**src/rtl/stream_mux_pkg.sv**
```systemverilog
// Shared types for the 2:1 stream mux: lock FSM states, default width, round-robin pick.
// Packet lock is enabled by defining STREAM_MUX_PKT_LOCK_EN.
package stream_mux_pkg;

   localparam int WIDTH_DEFAULT = 8;

   typedef enum logic [1:0] {
      ARB   = 2'd0,
      LOCK0 = 2'd1,
      LOCK1 = 2'd2
   } lock_state_t;

   // A lone requester always wins; on a tie the source not served last time wins.
   function automatic logic rr_pick(input logic [1:0] req, input logic last_grant);
      logic pick;
      pick = 1'b0;
      case (req)
         2'b01:   pick = 1'b0;
         2'b10:   pick = 1'b1;
         2'b11:   pick = ~last_grant;
         default: pick = 1'b0;
      endcase
      return pick;
   endfunction

endpackage

```
**src/rtl/rr_arb_2.sv**
```systemverilog
// Two-way round-robin grant selection with packet lock override; purely combinational.
// No backpressure of its own: the caller qualifies the grant with its load condition.
module rr_arb_2
   import stream_mux_pkg::*;
(
   input  logic [1:0] req,
   input  logic       last_grant,
   input  logic [1:0] lock_state,
   output logic       grant
);

   always_comb begin
      grant = 1'b0;
      case (lock_state)
         LOCK0:   grant = 1'b0;
         LOCK1:   grant = 1'b1;
         default: grant = rr_pick(req, last_grant);
      endcase
   end

endmodule

```
**src/rtl/stream_mux_2x1.sv**
```systemverilog
// 2:1 valid/ready stream merge, round-robin, registered output (1 cycle latency); a stalled
// output beat drops both input readies. STREAM_MUX_PKT_LOCK_EN adds last ports and packet lock.
module stream_mux_2x1
   import stream_mux_pkg::*;
#(
   parameter int WIDTH = WIDTH_DEFAULT
) (
   input  logic             clk,
   input  logic             rst_n,
   input  logic [WIDTH-1:0] in0_data,
   input  logic             in0_valid,
   output logic             in0_ready,
   input  logic [WIDTH-1:0] in1_data,
   input  logic             in1_valid,
   output logic             in1_ready,
   output logic [WIDTH-1:0] out_data,
   output logic             out_sel,
   output logic             out_valid,
   input  logic             out_ready
`ifdef STREAM_MUX_PKT_LOCK_EN
   ,
   input  logic             in0_last,
   input  logic             in1_last,
   output logic             out_last
`endif
);

   logic             out_valid_q, out_valid_d;
   logic [WIDTH-1:0] out_data_q, out_data_d;
   logic             out_sel_q, out_sel_d;
   logic             last_grant_q, last_grant_d;

   logic             load;
   logic             grant;
   logic             accept;
   logic [1:0]       lock_vec;

`ifdef STREAM_MUX_PKT_LOCK_EN
   lock_state_t      state_q, state_d;
   logic             out_last_q, out_last_d;
   logic             sel_last;

   assign lock_vec = state_q;
   assign sel_last = grant ? in1_last : in0_last;
   assign out_last = out_last_q;
`else
   assign lock_vec = ARB;
`endif

   rr_arb_2 u_arb (
      .req        ({in1_valid, in0_valid}),
      .last_grant (last_grant_q),
      .lock_state (lock_vec),
      .grant      (grant)
   );

   assign load   = ~out_valid_q | out_ready;
   assign accept = load & (grant ? in1_valid : in0_valid);

   // Readies are gated by rst_n so nothing is handshaken while reset is held.
   assign in0_ready = rst_n & load & ~grant;
   assign in1_ready = rst_n & load & grant;

   assign out_valid = out_valid_q;
   assign out_data  = out_data_q;
   assign out_sel   = out_sel_q;

   always_comb begin
      out_valid_d  = out_valid_q;
      out_data_d   = out_data_q;
      out_sel_d    = out_sel_q;
      last_grant_d = last_grant_q;
      if (accept) begin
         out_valid_d  = 1'b1;
         out_data_d   = grant ? in1_data : in0_data;
         out_sel_d    = grant;
         last_grant_d = grant;
      end else if (out_ready) begin
         out_valid_d  = 1'b0;
      end
   end

   always_ff @(posedge clk or negedge rst_n) begin
      if (!rst_n) begin
         out_valid_q  <= 1'b0;
         out_data_q   <= '0;
         out_sel_q    <= 1'b0;
         last_grant_q <= 1'b1;
      end else begin
         out_valid_q  <= out_valid_d;
         out_data_q   <= out_data_d;
         out_sel_q    <= out_sel_d;
         last_grant_q <= last_grant_d;
      end
   end

`ifdef STREAM_MUX_PKT_LOCK_EN
   // A source holds the output from its first non-last beat until its last beat is taken.
   always_comb begin
      state_d    = state_q;
      out_last_d = out_last_q;
      if (accept) begin
         out_last_d = sel_last;
      end
      case (state_q)
         ARB: begin
            if (accept && !sel_last) begin
               state_d = grant ? LOCK1 : LOCK0;
            end
         end
         LOCK0, LOCK1: begin
            if (accept && sel_last) begin
               state_d = ARB;
            end
         end
         default: state_d = ARB;
      endcase
   end

   always_ff @(posedge clk or negedge rst_n) begin
      if (!rst_n) begin
         state_q    <= ARB;
         out_last_q <= 1'b0;
      end else begin
         state_q    <= state_d;
         out_last_q <= out_last_d;
      end
   end
`endif

endmodule

```
**config.mk**
```make
export PLATFORM = sky130hd
export DESIGN_NAME = stream_mux_2x1
export DESIGN_NICKNAME = d
export VERILOG_FILES = /design/src/rtl/stream_mux_pkg.sv /design/src/rtl/rr_arb_2.sv /design/src/rtl/stream_mux_2x1.sv
export SDC_FILE = /design/constraint.sdc
export NUM_CORES = 1
export LEC_CHECK = 0
export ABC_AREA = 0
export CAP_MARGIN = 30
export CORE_MARGIN = 2
export CORE_UTILIZATION = 38
export DETAILED_ROUTE_END_ITERATION = 8
export GPL_TIMING_DRIVEN = 1
export HOLD_SLACK_MARGIN = 0.1
export PLACE_DENSITY = 0.93
export SKIP_LAST_GASP = 1
export SLEW_MARGIN = 40
export SYNTH_ARGS = -nofsm -noshare
export SYNTH_HDL_FRONTEND = slang
export SYNTH_SLANG_ARGS = --single-unit
```
**constraint.sdc**
```tcl
create_clock -name clk -period 2.52 [get_ports clk]
set_input_delay 0.63 -clock clk [delete_from_list [all_inputs] [get_ports clk]]
set_output_delay 0.63 -clock clk [all_outputs]
set_load 0.01 [all_outputs]
```
==> reports/results.tsv <==
metric	value	unit
sequential element share of the synthesized area	50.6	%
Die Span Y	41.9	um
grt ovf	0	
crit path DAT	1.76	ns
Final period util	95.0	%
Worst-Skew Late Latency	0.26	ns
worst path bufs/invs	2	
placed cells	109	
CP max stage cell	clkdlybuf4s50_1	
cell class contributing the biggest share of worst-path delay	buffers and inverters	
Initial Util	41.5	%
layout cells sized above 1	13.3	%
Detail Placement HPWL	1140	um
leading area contributor after synthesis	dfrtp_1	
RSZ-0062 raised after global routing	no	
DR vias/cell	4.96	
TritonRoute pass-1 iters	4	
Post-synth EDFFs	0	
DR DRC count	0	
Post-Syn Instances	61	
first-pass GRT wire length	2330	um
hold path endpoint	out_sel	
Critical Path Fanout Max	4	
min Tclk post-route	2.39	ns
gpl congestion	0.857	
top_reg_cell synth	dfrtp_1	
Clock H-tree levels	1	
largest net degree at the start of global routing	14	
P&R area growth vs syn	67.7	%
CTS Buf Count	3	
setup bufs post-CTS	0	
clock sinks	11	
mapped cell area	547	um^2
setup violators final	0	
pre-CTS setup slack	-0.144	ns
GR Util met1	21.0	%
critical path startpoint category	input pin	
Hold Startpoint	out_sel	
Worst R2R Start	last_grant_q	
I/O Buffers	32	
die area	0.00176	mm^2
crit path kind	input pin to primary output	
hold path cells	2	
Worst Setup Slack, final	0.125	ns
number of max-cap violations	0	
Final Skew	0.00230	ns
final non-filler cell total	113	
FP Rows	13	
Pwr Density	567	mW/mm^2
Min Hold Slack	0.534	ns
antenna-violating nets left	0	
antenna violations before repair	0	
post-synthesis async set-or-reset flop share	100	%
Worst-path clk slew	0.07	ns
mean area per synthesized cell	8.96	um^2
buffers from clock root to sink, at most	2	
synth unique cells	16	
critical-path cell list	clkdlybuf4s50_1 -> a21bo_2 -> nor2_1 -> dlygate4sd2_1	
clock root buffer	clkbuf_4	
Final Instance Area	917	um^2
Vias	560	
Worst setup EP type	primary output	
worst-margin pin slew	0.334	ns
VDD IR max	0.000298	V
Iter 0 DRT Violations	23	
CP max stage delay	0.52	ns
CTS tree	built	
largest cells by area after synthesis	dfrtp_1 (46%), nand2_1 (12%), a31oi_1 (9.2%)	
antenna cell count	0	
met3 usage	4.78	%
Seq cells post-synth	11	
GRT Total Usage	17.2	%
R2R cell count	4	
vias in the first global route	522	
Hold Fails Final Rpt	0	
end of the worst register-to-register path	out_data[2]	
R2R setup slack	1.33	ns
status	finished clean	
IO Count	33	
Worst slew margin	77.7	%
f_max	418	MHz
core footprint	0.00132	mm^2
Crit path required time	1.89	ns
met2 Use GR	30.3	%
Yosys top cell area share	45.8	%
Max Slew Vio Count	0	
TNS Setup	0	ns
Top Usage Layer GRT	met2	
fill count	113	
per-cell routed wire length	13.1	um
final WL	1480	um
placed inst area	893	um^2
Hold Crit Class	flop to flop	
nets@finish	120	
syn nets	82	
Die X	41.9	um
P_leak	0.389	nW
Synth Warn #	0	
-- cells in the mapped netlist, types with 2 or more instances --
master,instances
a21oi_1,9
a31oi_1,8
buf_6,2
clkbuf_1,2
dfrtp_1,10
nand2_1,18
nand2b_1,2
nor2_1,2
-- flip-flops by register name, summed over array words and instances (netlist names) --
register      cells
out_sel           1
out_data          8
last_grant_q      1
out_valid         1
-- area by class of cell --
| type | count | area [um^2] | share of cell area (%) |
|---|---|---|---|
| tap | 15 | 18.8 | 2.05 |
| multi-input combinational | 45 | 236 | 25.8 |
| inverter | 1 | 3.75 | 0.409 |
| sequential | 11 | 277 | 30.2 |
| timing repair buffer | 37 | 355 | 38.7 |
| clock buffer | 4 | 26.3 | 2.86 |
-- report_power, final --
part | leakage (nW) | internal [W] | switching, W | total [W]
clock network | 0.0150 | 0.0000612 | 0.0000575 | 0.000119
registers | 0.122 | 0.000207 | 0.0000176 | 0.000225
logic | 0.252 | 0.000103 | 0.0000728 | 0.000176
total | 0.389 | 0.000372 | 0.000148 | 0.000520
-- cell usage in the layout, fill, tap and decap left out, drive strengths merged --
cell,n
dfrtp,10
and2,1
nand2,18
nor2,2
a31oi,9
dlygate4sd2,2
nand2b,2
clkdlybuf4s50,30
a21oi,9
or2,1
a21bo,1
clkbuf,4
inv,1
buf,5
o21ai,1
a21boi,1
dfstp,1
-- timing repair --
| action | CTS | global route |
|---|---|---|
| resized for setup | 2 | 0 |
| hold buffers | 0 | 0 |
| endpoints found under the setup margin | 2 | 0 |
-- worst reg2reg max path: stages, from the launching register on --
cell	delay, ns
dfstp_2	0.57
a21bo_2	0.15
buf_4	0.16
nand2_1	0.06
a31oi_1	0.17
-- routing by layer --
| metal | up-vias | part of all wire [%] |
|---|---|---|
| met5 | - | 0 |
| met4 | 0 | 0 |
| met3 | 0 | 7.5 |
| met2 | 26 | 48 |
| met1 | 249 | 45 |
| li1 | 285 | - |
-- metrics by stage --
step                      util [%]  total power (W)
after floorplan                  -         0.000300
after global placement        67.8         0.000401
after detailed placement      67.8         0.000407
after CTS                     69.6         0.000526
after global routing          69.6         0.000547
final                         69.6         0.000520
-- cell families (layout without fill, tap and decap cells) --
family | after synthesis | in the layout | synth area share (%)
AOI/OAI and AO/OA | 21 | 21 | 24.5
buffers and inverters | 5 | 42 | 6.18
and+or+nand+nor | 24 | 24 | 18.8
DFF | 11 | 11 | 50.6
-- worst max-delay path by stage --
stage / endpoint / slack [ns] / from / cells after the start
after detailed placement: in1_ready / -0.14 / in1_valid / 4
after CTS: in1_ready / 0.13 / in1_valid / 4
after global routing: in1_ready / 0.11 / in1_valid / 4
after global placement: in1_ready / -0.09 / in1_valid / 4
after floorplan: in0_ready / 0.56 / out_ready / 4
final: in1_ready / 0.13 / in1_valid / 4
Power figures use the tool's default switching activity.
